**config.mk**
```make
export PLATFORM = sky130hd
export DESIGN_NAME = add64_accum_stage_flat
export DESIGN_NICKNAME = d
export VERILOG_FILES = /design/src/rtl/add64_accum_stage_if.sv /design/src/rtl/add64_accum_stage.sv /design/src/flat_wrapper.sv
export SDC_FILE = /design/constraint.sdc
export NUM_CORES = 1
export LEC_CHECK = 0
export CAP_MARGIN = 20
export CELL_PAD_IN_SITES_DETAIL_PLACEMENT = 2
export CELL_PAD_IN_SITES_GLOBAL_PLACEMENT = 2
export CORE_ASPECT_RATIO = 1.75
export CORE_MARGIN = 1.5
export CORE_UTILIZATION = 21
export CTS_CLUSTER_SIZE = 12
export DETAILED_ROUTE_END_ITERATION = 12
export GPL_TIMING_DRIVEN = 0
export MAX_ROUTING_LAYER = met4
export PLACE_DENSITY_LB_ADDON = 0.1
export SYNTH_ARGS = -nofsm -noshare
export SYNTH_HDL_FRONTEND = slang
export SYNTH_SLANG_ARGS = --single-unit
export TNS_END_PERCENT = 1
```
**constraint.sdc**
```tcl
create_clock -name clk -period 6.25 [get_ports clk]
set_clock_uncertainty 0.1 [all_clocks]
set_input_delay 0.9375 -clock clk [delete_from_list [all_inputs] [get_ports clk]]
set_output_delay 0.9375 -clock clk [all_outputs]
set_load 0.05 [all_outputs]
```
**src/rtl/add64_accum_stage_if.sv**
```systemverilog
// add64_accum_stage_if: upstream word stream, downstream result and external adder signals.
// slave is the accumulator stage's view; master is the surrounding environment.
interface add64_accum_stage_if #(
  parameter int CNT_W  = 16,
  parameter int BEAT_W = 16
);
  logic              in_valid;
  logic              in_ready;
  logic [63:0]       in_data;
  logic              in_last;
  logic [63:0]       add_a;
  logic [63:0]       add_b;
  logic              add_cin;
  logic [63:0]       add_sum;
  logic              add_cout;
  logic              out_valid;
  logic              out_ready;
  logic [63:0]       out_sum;
  logic [CNT_W-1:0]  out_carries;
  logic              out_ovf;
  logic [BEAT_W-1:0] out_beats;
  modport slave (
    input  in_valid, in_data, in_last, add_sum, add_cout, out_ready,
    output in_ready, add_a, add_b, add_cin, out_valid, out_sum, out_carries, out_ovf, out_beats
  );
  modport master (
    output in_valid, in_data, in_last, add_sum, add_cout, out_ready,
    input  in_ready, add_a, add_b, add_cin, out_valid, out_sum, out_carries, out_ovf, out_beats
  );
endinterface

```
**src/rtl/add64_accum_stage.sv**
```systemverilog
// add64_accum_stage: reduces each packet of 64-bit words to a sum plus a saturating
// carry-out count, using an external combinational prefix adder.
module add64_accum_stage #(
  parameter int CNT_W  = 16,
  parameter int BEAT_W = 16
) (
  input logic                clk,
  input logic                rst_n,
  add64_accum_stage_if.slave bus
);
  typedef enum logic {ACC, DONE} state_t;
  state_t            state_q;
  logic [63:0]       acc_q;
  logic [CNT_W-1:0]  cnt_q;
  logic [BEAT_W-1:0] beats_q;
  logic              ovf_q;
  // Adder operands are pure wiring so the acc -> adder -> acc loop stays the only critical path
  assign bus.add_a       = acc_q;
  assign bus.add_b       = bus.in_data;
  assign bus.add_cin     = 1'b0;
  assign bus.in_ready    = state_q == ACC;
  assign bus.out_valid   = state_q == DONE;
  assign bus.out_sum     = acc_q;
  assign bus.out_carries = cnt_q;
  assign bus.out_beats   = beats_q;
  assign bus.out_ovf     = ovf_q;
  always_ff @(posedge clk or negedge rst_n) begin
    if (!rst_n) begin
      state_q <= ACC;
      acc_q   <= '0;
      cnt_q   <= '0;
      beats_q <= '0;
      ovf_q   <= 1'b0;
    end else if (state_q == ACC) begin
      if (bus.in_valid) begin
        acc_q   <= bus.add_sum;
        cnt_q   <= (bus.add_cout && !(&cnt_q)) ? cnt_q + CNT_W'(1) : cnt_q;
        beats_q <= beats_q + BEAT_W'(1);
        ovf_q   <= ovf_q || (bus.add_cout && &cnt_q) || &beats_q;
        state_q <= bus.in_last ? DONE : ACC;
      end
    end else if (bus.out_ready) begin
      acc_q   <= '0;
      cnt_q   <= '0;
      beats_q <= '0;
      ovf_q   <= 1'b0;
      state_q <= ACC;
    end
  end
endmodule
```
**src/flat_wrapper.sv**
```systemverilog
// flat-port wrapper written by rule: the top's interface ports become plain ports
module add64_accum_stage_flat 
#(
  parameter int CNT_W  = 16,
  parameter int BEAT_W = 16
)
  (clk, rst_n, bus_in_valid, bus_in_data, bus_in_last, bus_add_sum, bus_add_cout, bus_out_ready, bus_in_ready, bus_add_a, bus_add_b, bus_add_cin, bus_out_valid, bus_out_sum, bus_out_carries, bus_out_ovf, bus_out_beats);
  add64_accum_stage_if #(.CNT_W(CNT_W), .BEAT_W(BEAT_W)) bus_i ();
  input logic clk;
  input logic rst_n;
  input wire logic [$bits(bus_i.in_valid)-1:0] bus_in_valid;
  input wire logic [$bits(bus_i.in_data)-1:0] bus_in_data;
  input wire logic [$bits(bus_i.in_last)-1:0] bus_in_last;
  input wire logic [$bits(bus_i.add_sum)-1:0] bus_add_sum;
  input wire logic [$bits(bus_i.add_cout)-1:0] bus_add_cout;
  input wire logic [$bits(bus_i.out_ready)-1:0] bus_out_ready;
  output wire logic [$bits(bus_i.in_ready)-1:0] bus_in_ready;
  output wire logic [$bits(bus_i.add_a)-1:0] bus_add_a;
  output wire logic [$bits(bus_i.add_b)-1:0] bus_add_b;
  output wire logic [$bits(bus_i.add_cin)-1:0] bus_add_cin;
  output wire logic [$bits(bus_i.out_valid)-1:0] bus_out_valid;
  output wire logic [$bits(bus_i.out_sum)-1:0] bus_out_sum;
  output wire logic [$bits(bus_i.out_carries)-1:0] bus_out_carries;
  output wire logic [$bits(bus_i.out_ovf)-1:0] bus_out_ovf;
  output wire logic [$bits(bus_i.out_beats)-1:0] bus_out_beats;
  assign bus_i.in_valid = bus_in_valid;
  assign bus_i.in_data = bus_in_data;
  assign bus_i.in_last = bus_in_last;
  assign bus_i.add_sum = bus_add_sum;
  assign bus_i.add_cout = bus_add_cout;
  assign bus_i.out_ready = bus_out_ready;
  assign bus_in_ready = bus_i.in_ready;
  assign bus_add_a = bus_i.add_a;
  assign bus_add_b = bus_i.add_b;
  assign bus_add_cin = bus_i.add_cin;
  assign bus_out_valid = bus_i.out_valid;
  assign bus_out_sum = bus_i.out_sum;
  assign bus_out_carries = bus_i.out_carries;
  assign bus_out_ovf = bus_i.out_ovf;
  assign bus_out_beats = bus_i.out_beats;
  add64_accum_stage #(.CNT_W(CNT_W), .BEAT_W(BEAT_W)) u_core (.clk(clk), .rst_n(rst_n), .bus(bus_i));
endmodule
```
# Word level (Yosys, flattened, before mapping)
# Cells that the tools add are included.
[totals]
n_memories = 0
latchBits = 0
romBits = 0
mem_bits_rw = 0
regBits = 98
in_bits = 134
[op_classes]
shifts = 0
mux = 16
multipliers = 0
n_lt_le_gt_ge = 0
div = 0
addsub = 2
bitwise = 1
reduce_logical = 11
eq_ne = 1
[ops]
columns = ["cell", "n"]
rows = [
  ["64-bit two-way mux", 3],
  ["16-bit two-way mux", 6],
  ["16-bit by 1-bit adder with 16-bit output (second input constant)", 2],
  ["16-bit AND reduction", 2],
  ["1-bit two-way mux", 7],
  ["2-bit nonzero test", 2],
  ["3-bit AND reduction", 1],
  ["1-bit logical AND", 2],
  ["1-bit logical OR", 2],
  ["2-bit != test (second input constant)", 1],
  ["2-bit AND reduction", 1],
  ["1-bit logical NOT", 1],
  ["1-bit inverter", 1],
]

# Longest topological paths before layout
# Gate-level depths: netlist (run 1).
[depth]
depth_word = 6
mapped_depth = 9
ltp_nobuf = 6

# Worst setup path before layout (run 1)
# No wires, ideal clock.
[synth_path]
path_kind = "input port to flip-flop"
from = "input bus_out_ready"
to = "register u_core.cnt_q[13], in the netlist u_core.bus.out_carries[13]"
path_stages = 7
path_slack_ns = 3.590
setup_time_ns = 0.122
n_path_buf = 2
required_ns = 6.028
arrival_ns = 2.438
path_cell_list = "buf_2 -> mux2i_1 -> or4b_1 -> buf_2 -> a2111oi_4 -> xor2_1 -> a22o_1"
[synth_via]
elab_chain_cells = 2
[synth_rtl]
columns = ["item", "line_no", "text"]
rows = [
  ["start: declaration", "flat_wrapper.sv:16", "input wire logic [$bits(bus_i.out_ready)-1:0] bus_out_ready;"],
  ["2-bit != test (no line)", "-", ""],
  ["3-bit AND reduction (no line)", "-", ""],
  ["end signal: assignment", "add64_accum_stage.sv:37", "cnt_q <= (bus.add_cout && !(&cnt_q)) ? cnt_q + CNT_W'(1) : cnt_q;"],
  ["end: declaration", "add64_accum_stage.sv:14", "logic [CNT_W-1:0] cnt_q;"],
]
# Every way passes these cells.
# A chain may end at the register's enable or synchronous reset.

# Worst setup path in the final report (run 1)
[layout_path]
from = "register u_core.state_q, in the netlist u_core.bus.out_valid"
to = "output bus_in_ready"
[layout_via]
elab_chain_cells = 1
[layout_rtl]
columns = ["item", "line_no", "text"]
rows = [
  ["start: declaration", "add64_accum_stage.sv:12", "state_t state_q;"],
  ["start signal: assignment", "add64_accum_stage.sv:40", "state_q <= bus.in_last ? DONE : ACC;"],
  ["1-bit inverter", "-", ""],
  ["end: declaration", "flat_wrapper.sv:17", "output wire logic [$bits(bus_i.in_ready)-1:0] bus_in_ready;"],
]
# Every way passes these cells.

==> run_results.csv, run 1 <==
group,metric,value,unit
outcome,status,"finished, final reports clean",
critical_path,worst-path-buf-inv,4,
route,viasPerCell,4.35,
global_route,grt_overflow_total,0,
sta,finalWorstSetupSlack,2720,ps
global_route,grt_usage,0.162,
critical_path,cp.depth,4,
critical_path,start_kind,"register",
run,max_cap_viol_count,0,
sta,relSlewSlack,0.599,
clocking,cts_tree,"done",
route,firstDrtPassIters,4,
global_route,antenna_found_initial,0,
power,pwr-share-comb,0.471,
sta,fmax,283,MHz
critical_path,reg2reg_depth,9,
hold_path,min_from,"u_core.bus.out_beats[10]$_DFFE_PN0P_",
logic_synthesis,ys_seq_elements,98,
placement,hpwl,16.1,mm
power,total_leakage_power,3.87,nW
critical_path,crit_chain,"buf_4 -> inv_1 -> clkbuf_1 -> clkdlybuf4s50_1",
route,drc_errors,0,
sta,final.setup.tns,0,ps
floorplanning,design.die.area,25200,um2
floorplanning,num_rows,75,
sta,finalHoldViolations,0,
logic_synthesis,synth_cell_types,40,
critical_path,crit_type,"register to output pin",
floorplanning,dieHeight,209,um
critical_path,r2r-start,"u_core.bus.out_carries[0]$_DFFE_PN0P_",
critical_path,worstReg2RegEnd,"u_core.bus.out_carries[11]$_DFFE_PN0P_",
power,ir_drop,0.000108,V
critical_path,cpMaxStageDelayCell,"clkdlybuf4s50_1",
critical_path,critPathCaptureType,"output pin",
logic_synthesis,ys_seq_area_frac,0.483,
clocking,postCtsSetupBuffers,0,
critical_path,crit_path_max_fanout,10,
layout,syn_to_final_growth,72.4,%
critical_path,critPathRequiredTime,5210,ps
critical_path,r2r_setup_slack,3410,ps
placement,dpl_worst_slack,2800,ps
layout,final_common_cell,"clkdlybuf4s50_1",
clocking,clock_sink_count,98,
clocking,cts_resized,0,
sta,final.period_utilization,0.565,
global_route,grt_pass1_wl,31.1,mm
critical_path,startpoint,"u_core.bus.out_valid$_DFF_PN0_",
route,drtIter0Drc,94,
clocking,clk_pin_slew,70,ps
global_route,grt_start_max_net_pins,62,
layout,final_area,8750,um2
floorplanning,die_x,121,um
sta,whs,423,ps
layout,layout-drive-gt1-share,0.202,
sta,rsz0062_at_grt,"false",
logic_synthesis,yosysWarnings,0,
logic_synthesis,syn_nets,596,
clocking,insertion_delay,350,ps
route,num_vias,4704,
placement,placed_area,8440,um2
layout,num_antenna_cells,0,
sta,min_period,3530,ps
floorplanning,ios,362,
power,power.switching,1.13,mW
floorplanning,initial_core_util,0.213,
layout,layout_common_cells,"294 x clkdlybuf4s50_1, 131 x buf_4, 98 x dfrtp_1, 73 x a22o_1",
hold_path,min_to,"u_core.bus.out_beats[10]$_DFFE_PN0P_",
floorplanning,placeableCoreArea,23800,um2
layout,fin_nets,904,
critical_path,cpLargestDelayFamily,"buffers and inverters",
logic_synthesis,synth_area,5080,um2
sta,worst_slew_pin_slew,584,ps
route,wl,20.0,mm
clocking,cts_max_level,3,
critical_path,cpPeakStageDelay,910,ps
clocking,clockBufferDepth,2,
global_route,grt_pass1_vias,5144,
hold_path,whs_path_depth,1,
power,swShare,0.427,
route,wl_per_cell,18.5,um
power,p_int,1.51,mW
power,p_clk_frac,0.222,
critical_path,cp.arrival,2500,ps
placement,place_congestion,0.821,
sta,setup_viol,0,
sta,drv_slew,0,
clocking,postCtsHoldBufs,0,
placement,port-buffer-count,295,
logic_synthesis,syn_inst,460,
power,seq_power_share,0.307,
clocking,cts-root-buf,"clkbuf_16",
clocking,numCtsBuffers,9,
route,drtAntennaViolNets,0,
logic_synthesis,avgSynthCellArea,11.0,um2
power,p_per_area,301,nW/um2
hold_path,hold_class,"register to register",
cells in the mapped netlist:
cell type	n	area [um2]
o2bb2ai_1	2	17.5
buf_2	5	25.0
mux2_2	2	22.5
nand4_1	10	62.6
a22o_1	73	639
and2_1	1	6.26
a2bb2oi_1	1	8.76
mux2i_1	4	40.0
nor2b_1	1	6.26
a211oi_1	3	22.5
o21ai_0	9	45.0
o311ai_0	1	8.76
xnor2_1	3	26.3
a2111oi_4	2	55.1
nor3_1	2	10.0
o22ai_1	3	18.8
a211o_1	3	26.3
clkbuf_1	16	60.1
nand2b_1	1	6.26
a21o_1	3	22.5
nor4_1	4	25.0
o211a_1	2	20.0
conb_1	1	3.75
and3_1	2	12.5
o31ai_1	1	7.51
or4b_1	1	10.0
and4_1	6	52.6
inv_1	2	7.51
dfrtp_1	98	2450
xor2_1	11	96.3
buf_4	130	976
nor3b_1	5	37.5
nand3_1	15	75.1
o41ai_1	1	8.76
a21oi_1	6	30.0
buf_1	2	7.51
and2_0	1	6.26
nand2_1	18	67.6
ha_1	2	25.0
nor2_1	7	26.3
routing by layer:
metal / track usage / wire, um / share of wire
met5: - / 0 / 0
met4: 0.0389 / 257 / 0.013
met3: 0.0289 / 1000 / 0.050
met2: 0.292 / 10900 / 0.55
met1: 0.185 / 7780 / 0.39
kinds of logic (layout without fill, tap and decap cells):
group                    Yosys count  count (layout)  synth area share
AO/OA/AOI/OAI                    110             110             0.183
XOR/XNOR                          14              14            0.0242
adder cells (fa/ha/maj)            2               2           0.00493
buffers and inverters            155             468             0.212
flip-flops                        98              98             0.483
multiplexers                       6               6            0.0123
other                              1               1          0.000739
AND/OR/NAND/NOR                   74              74            0.0796
worst reg2reg max path, stage by stage (launching register included):
cell and delay [ps]:
dfrtp_1 460, ha_1 260, and4_1 200, buf_2 230
and2_0 170, clkbuf_1 290, a21oi_1 220, nor2_1 340
buf_2 320, a22o_1 190
through the flow:
stage / power, mW / utilization / instances
2_1_floorplan: 1.61 / - / 460
3_3_place_gp: 2.06 / 0.353 / 1063
3_5_place_dp: 2.08 / 0.354 / 1064
4_1_cts: 2.68 / 0.367 / 1080
5_1_grt: 2.76 / 0.367 / 1081
6_report: 2.64 / 0.367 / 1081
power groups by stage:
stage	logic [mW]	clock network, mW	registers (mW)
floorplan	0.534	0	1.08
global placement	1.24	0	0.818
detailed placement	1.26	0	0.824
CTS	1.26	0.610	0.813
global route	1.30	0.632	0.825
finish	1.24	0.586	0.809
registers in the layout, indices dropped and copies added, names as in the netlist:
signal                  count
u_core.bus.out_valid        1
u_core.bus.out_beats       16
u_core.bus.out_ovf          1
u_core.bus.out_carries     16
u_core.bus.add_a           64
area by class of cell:
| cell class | instances | area, um2 |
|---|---|---|
| plain buffers | 153 | 1070 |
| clock buffers | 13 | 260 |
| clock inverters | 3 | 47.5 |
| fillers | 2559 | 15100 |
| inverters | 2 | 7.51 |
| multi-input cells | 207 | 1550 |
| flip-flops and latches | 98 | 2450 |
| well taps | 308 | 385 |
| repair buffers | 297 | 2980 |
worst max-delay path by stage:
stage                                        endpoint  slack [ps]
2_1_floorplan  u_core.bus.out_carries[13]$_DFFE_PN0P_        3590
3_3_place_gp    u_core.bus.out_carries[1]$_DFFE_PN0P_          70
3_5_place_dp         u_core.bus.add_a[52]$_DFFE_PN0P_        2800
4_1_cts                                  bus_in_ready        2630
5_1_grt                                  bus_in_ready        2560
6_report                                 bus_in_ready        2720
No activity file was read; power rests on OpenSTA's default activity.
==> inputs of run 2 (changes only) <==
--- a/config.mk
+++ b/config.mk
@@ -10,7 +10,7 @@
 export CELL_PAD_IN_SITES_GLOBAL_PLACEMENT = 2
 export CORE_ASPECT_RATIO = 1.75
 export CORE_MARGIN = 1.5
-export CORE_UTILIZATION = 21
+export CORE_UTILIZATION = 17
 export CTS_CLUSTER_SIZE = 12
 export DETAILED_ROUTE_END_ITERATION = 12
 export GPL_TIMING_DRIVEN = 0
==> constraint.sdc (replaced) <==
create_clock -name clk -period 3 [get_ports clk]
set_clock_uncertainty 0.1 [all_clocks]
set_input_delay 0.45 -clock clk [delete_from_list [all_inputs] [get_ports clk]]
set_output_delay 0.45 -clock clk [all_outputs]
set_load 0.05 [all_outputs]
==> run 2 against run 1 <==
Compared with the run above: routed wire length up 5.0%; clock-buffer cell count decreased by 4; die area increased by 23%; setup slack worse by 2400 ps; core utilization is 6.6 points lower; first-iteration DRC count up 14%; register-to-register slack got worse by 3100 ps; hold slack got worse by 400 ps; critical path type is now register to register; highest routed layer unchanged.
==> run_results.csv, run 2 (synthesized netlist as in run 1, its figures left out) <==
group,metric,value,unit
outcome,status,"finished, final reports clean",
sta,worst_slew_pin_slew,759,ps
power,p_int,3.12,mW
power,total_leakage_power,3.87,nW
global_route,grt_start_max_net_pins,54,
critical_path,r2r_setup_slack,300,ps
sta,whs,23.9,ps
critical_path,cp.arrival,2920,ps
route,drtAntennaViolNets,0,
sta,min_period,2700,ps
critical_path,worstReg2RegEnd,"u_core.bus.out_carries[13]$_DFFE_PN0P_",
layout,layout-drive-gt1-share,0.206,
layout,multi_input_area,1550,um2
clocking,cts_max_level,3,
route,drtIter0Drc,107,
global_route,grt_pass1_vias,5349,
layout,final_area,8850,um2
route,viasPerCell,4.07,
floorplanning,dieHeight,232,um
global_route,use_met2,0.276,
power,power.switching,2.42,mW
clocking,clk_pin_slew,80,ps
layout,largest_register_ffs,64,
run,max_cap_viol_count,0,
sta,fmax,370,MHz
layout,final_common_cell,"clkdlybuf4s50_1",
floorplanning,num_rows,83,
placement,placed_area,8530,um2
critical_path,crit_path_max_fanout,10,
critical_path,start_kind,"register",
floorplanning,initial_core_util,0.173,
critical_path,cpPeakStageDelay,450,ps
critical_path,crit_type,"register to register",
critical_path,worst-path-buf-inv,3,
critical_path,critPathCaptureType,"register",
route,wl,21.0,mm
global_route,antenna_found_initial,0,
critical_path,cpMaxStageDelayCell,"dfrtp_1",
power,ir_drop,0.000267,V
sta,finalHoldViolations,0,
sta,final.period_utilization,0.901,
layout,num_antenna_cells,0,
critical_path,crit_chain,"ha_1 -> and4_1 -> buf_2 -> and2_0 -> clkbuf_1 -> a21oi_1 -> nor2_2 -> buf_2 -> a22o_1",
floorplanning,placeableCoreArea,29400,um2
global_route,busiest_layer,"met2",
route,drc_errors,0,
global_route,grt_usage,0.141,
floorplanning,design.die.area,31000,um2
clocking,cts-root-buf,"clkbuf_16",
floorplanning,die_x,134,um
layout,regArea,2450,um2
global_route,use_met1,0.131,
clocking,insertion_delay,370,ps
sta,rsz0062_at_grt,"false",
critical_path,r2r-start,"u_core.bus.out_carries[0]$_DFFE_PN0P_",
critical_path,cpLargestDelayFamily,"buffers and inverters",
placement,place_congestion,0.742,
clocking,clockBufferDepth,2,
power,p_per_area,626,nW/um2
layout,fin_nets,904,
placement,hpwl,16.9,mm
power,seq_power_share,0.305,
layout,layout_common_cells,"293 x clkdlybuf4s50_1, 131 x buf_4, 98 x dfrtp_1, 73 x a22o_1, 18 x nand2_1",
clocking,clock_sink_count,98,
global_route,grt_util_met3,0.0330,
sta,setup_viol,0,
clocking,cts_tree,"done",
global_route,grt_pass1_wl,31.8,mm
power,pwr-share-comb,0.468,
clocking,numCtsBuffers,9,
route,wl_per_cell,18.1,um
sta,drv_slew,0,
power,power,5.54,mW
hold_path,hold_class,"primary input to async pin",
route,firstDrtPassIters,4,
critical_path,reg2reg_depth,9,
route,num_vias,4706,
power,swShare,0.438,
floorplanning,ios,362,
clocking,postCtsHoldBufs,0,
layout,nFillCells,3183,
placement,port-buffer-count,295,
critical_path,cp_common_cell,"buf_2",
sta,relSlewSlack,0.494,
power,p_clk_frac,0.226,
critical_path,critPathRequiredTime,3210,ps
global_route,grt_overflow_total,0,
layout,syn_to_final_growth,74.3,%
## run 2: cell count changes in the layout (fill, tap and decap cells not counted), sizes merged
cell	before	now
clkbuf	29	25
inv	2	5
clkinvlp	0	2
clkdlybuf4s50	294	293
clkinv	2	1
dlygate4sd2	0	1
## run 2: power groups by stage
stage	Combinational [mW]	Sequential (mW)	Clock, mW
after floorplan	1.11	2.25	0
final	2.60	1.69	1.25
after global routing	2.71	1.73	1.37
after global placement	2.60	1.72	0
after detailed placement	2.63	1.72	0
after CTS	2.63	1.70	1.33
## run 2: metal layers
| layer | vias up | share of wire |
|---|---|---|
| met5 | - | 0 |
| met4 | 0 | 0.016 |
| met3 | 13 | 0.058 |
| met2 | 202 | 0.59 |
| met1 | 2345 | 0.34 |
| li1 | 2146 | - |
## run 2: through the flow
stage / util / setup WS, ps / setup TNS, ps / std cells
after floorplan: - / 505 / 0 / 460
after global placement: 0.289 / -2820 / -275260 / 1137
after detailed placement: 0.290 / -4.28 / -7.91 / 1138
after CTS: 0.301 / 132 / 0 / 1154
after global routing: 0.301 / 74.7 / 0 / 1155
final: 0.301 / 297 / 0 / 1155
## run 2: worst max-delay path by stage
stage,start,to,slack [ps],cells past startpoint
after floorplan,u_core.bus.out_carries[0]$_DFFE_PN0P_,u_core.bus.out_carries[0]$_DFFE_PN0P_,500,9
final,u_core.bus.out_carries[0]$_DFFE_PN0P_,u_core.bus.out_carries[13]$_DFFE_PN0P_,300,9
after detailed placement,bus_in_valid,u_core.bus.add_a[49]$_DFFE_PN0P_,-4,6
after global routing,u_core.bus.out_carries[1]$_DFFE_PN0P_,u_core.bus.out_carries[13]$_DFFE_PN0P_,70,9
after global placement,rst_n,u_core.bus.add_a[13]$_DFFE_PN0P_,-2820,1
after CTS,u_core.bus.out_carries[1]$_DFFE_PN0P_,u_core.bus.out_carries[13]$_DFFE_PN0P_,130,9
## run 2: final cells by class
| cell class | count | area share |
|---|---|---|
| plain buffers | 153 | 0.121 |
| clock buffers | 9 | 0.0254 |
| clock inverters | 7 | 0.00961 |
| inverters | 2 | 0.000848 |
| multi-input cells | 207 | 0.175 |
| flip-flops and latches | 98 | 0.277 |
| well taps | 382 | 0.0540 |
| repair buffers | 297 | 0.337 |
## run 2: worst register-to-register path, cell delays in order (launching register included)
cell      delay, ps
dfrtp_1         450
ha_1            250
and4_1          180
buf_2           220
and2_0          160
clkbuf_1        270
a21oi_1         220
nor2_2          290
buf_2           300
a22o_1          200
## run 2: timing repair
action                     CTS  global route
setup buffers                0             0
setup endpoints to repair    1             9
gates resized for setup      1             1
==> inputs of run 3 (changes only) <==
--- a/config.mk
+++ b/config.mk
@@ -16,6 +16,7 @@
 export GPL_TIMING_DRIVEN = 0
 export MAX_ROUTING_LAYER = met4
 export PLACE_DENSITY_LB_ADDON = 0.1
+export SLEW_MARGIN = 5
 export SYNTH_ARGS = -nofsm -noshare
 export SYNTH_HDL_FRONTEND = slang
 export SYNTH_SLANG_ARGS = --single-unit
==> run 3 against run 2 <==
Compared with the run above: critical path depth did not move; critical path type unchanged; global-route usage up 0.071 points; clock-buffer cell count unchanged; first-iteration DRC count is 21% lower; sequential share of layout area fell by 0.10 points.
==> run_results.csv, run 3 (synthesized netlist as in run 1, its figures left out) <==
group,metric,value,unit
floorplanning,num_rows,83,
sta,rsz0062_at_grt,"false",
layout,layout_common_cells,"293 x clkdlybuf4s50_1, 130 x buf_4, 98 x dfrtp_1, 73 x a22o_1, 18 x nand2_1",
clocking,clockBufferDepth,2,
layout,num_antenna_cells,0,
layout,final_common_cell,"clkdlybuf4s50_1",
layout,syn_to_final_growth,74.9,%
clocking,numCtsBuffers,9,
placement,place_congestion,0.742,
global_route,grt_pass1_wl,32.0,mm
clocking,cts-root-buf,"clkbuf_16",
global_route,antenna_found_initial,0,
route,drtAntennaViolNets,0,
layout,largest_register_ffs,64,
floorplanning,dieHeight,232,um
layout,fin_nets,904,
sta,min_period,2690,ps
floorplanning,ios,362,
sta,worst_slew_pin_slew,995,ps
route,wl,21.0,mm
clocking,cts_tree,"done",
route,drc_errors,0,
critical_path,start_kind,"register",
placement,port-buffer-count,295,
critical_path,critPathRequiredTime,3220,ps
floorplanning,die_x,134,um
floorplanning,initial_core_util,0.173,
sta,final.setup.tns,0,ps
sta,drv_slew,0,
layout,fin_cells,1155,
critical_path,crit_type,"register to register",
floorplanning,placeableCoreArea,29400,um2
sta,final.period_utilization,0.896,
clocking,postCtsSetupBuffers,0,
route,drtIter0Drc,85,
power,total_leakage_power,3.88,nW
critical_path,crit_path_max_fanout,10,
sta,setup_viol,0,
global_route,grt_overflow_total,0,
placement,numPlacedInstances,1138,
global_route,grt_pass1_vias,5370,
floorplanning,design.die.area,31000,um2
layout,layout-drive-gt1-share,0.204,
hold_path,hold_class,"primary input to register",
clocking,cts_max_level,3,
global_route,grt_start_max_net_pins,54,
sta,fmax,372,MHz
clocking,clk_pin_slew,80,ps
critical_path,critPathCaptureType,"register",
sta,relSlewSlack,0.331,
clocking,insertion_delay,380,ps
route,num_vias,4688,
power,p_per_area,634,nW/um2
critical_path,cp.arrival,2900,ps
placement,hpwl,16.9,mm
route,firstDrtPassIters,4,
power,ir_drop,0.000276,V
global_route,grt_usage,0.142,
route,viasPerCell,4.06,
run,max_cap_viol_count,0,
sta,finalHoldViolations,0,
clocking,clock_sink_count,98,
layout,final_util,0.302,
route,wl_per_cell,18.2,um
outcome,status,"finished, final reports clean",
==> run 3: layout make-up <==
class,count,area (um2)
fill,3183,20500
multi-input combinational,207,1550
clock inverter,7,109
tap,382,478
sequential,98,2450
inverter,2,7.51
clock buffer,9,225
timing repair buffer,297,2990
buffer,153,1070
==> run 3: worst paths after layout <==
kind                                                  startpoint  slack, ps                                     end  cells after the start
hold / removal                                     bus_out_ready        320          u_core.bus.out_valid$_DFF_PN0_                      2
min in group asynchronous                                  rst_n        490    u_core.bus.out_beats[12]$_DFFE_PN0P_                      2
max in group asynchronous                                  rst_n       1640        u_core.bus.add_a[18]$_DFFE_PN0P_                      3
hold reg to reg             u_core.bus.out_beats[10]$_DFFE_PN0P_        430    u_core.bus.out_beats[10]$_DFFE_PN0P_                      1
setup reg to reg           u_core.bus.out_carries[1]$_DFFE_PN0P_        310  u_core.bus.out_carries[13]$_DFFE_PN0P_                      9
setup / recovery           u_core.bus.out_carries[1]$_DFFE_PN0P_        310  u_core.bus.out_carries[13]$_DFFE_PN0P_                      9
==> run 3: repair_timing <==
item	CTS	global route
hold buffers	1	0
hold endpoints to repair	52	0
gates resized for setup	1	1
setup endpoints to repair	1	10
==> run 3: per-layer routing <==
layer,global-route usage,vias to the layer above,routed length (um)
met5,-,-,0
met4,0.0479,0,308
met3,0.0354,11,1220
met2,0.276,198,12400
met1,0.132,2344,7090
li1,-,2135,-
==> run 3: where the power goes <==
group / internal [mW] / switching, mW / total (mW)
sequential: 1.49 / 0.204 / 1.69
combinational: 0.969 / 1.63 / 2.60
clock: 0.749 / 0.598 / 1.35
total: 3.20 / 2.43 / 5.63
==> run 3: stage by stage <==
| stage | cell area (um2) | total power [mW] | hold WS [ps] | setup WS [ps] |
|---|---|---|---|---|
| after floorplan | 5080 | 3.36 | 54.4 | 505 |
| after global placement | 8510 | 4.31 | 409 | -2820 |
| after detailed placement | 8540 | 4.35 | 350 | -19.4 |
| after CTS | 8880 | 5.76 | 297 | 138 |
| after global routing | 8880 | 5.90 | 338 | 55.0 |
| final | 8880 | 5.63 | 320 | 312 |
==> run 3: worst max-delay path: stages, from the launching register on <==
cell and delay, ps:
dfrtp_1 450, ha_1 250, and4_1 180, buf_2 220, and2_0 160, clkbuf_1 260
a21oi_1 230, nor2_2 280, buf_2 300, a22o_1 190
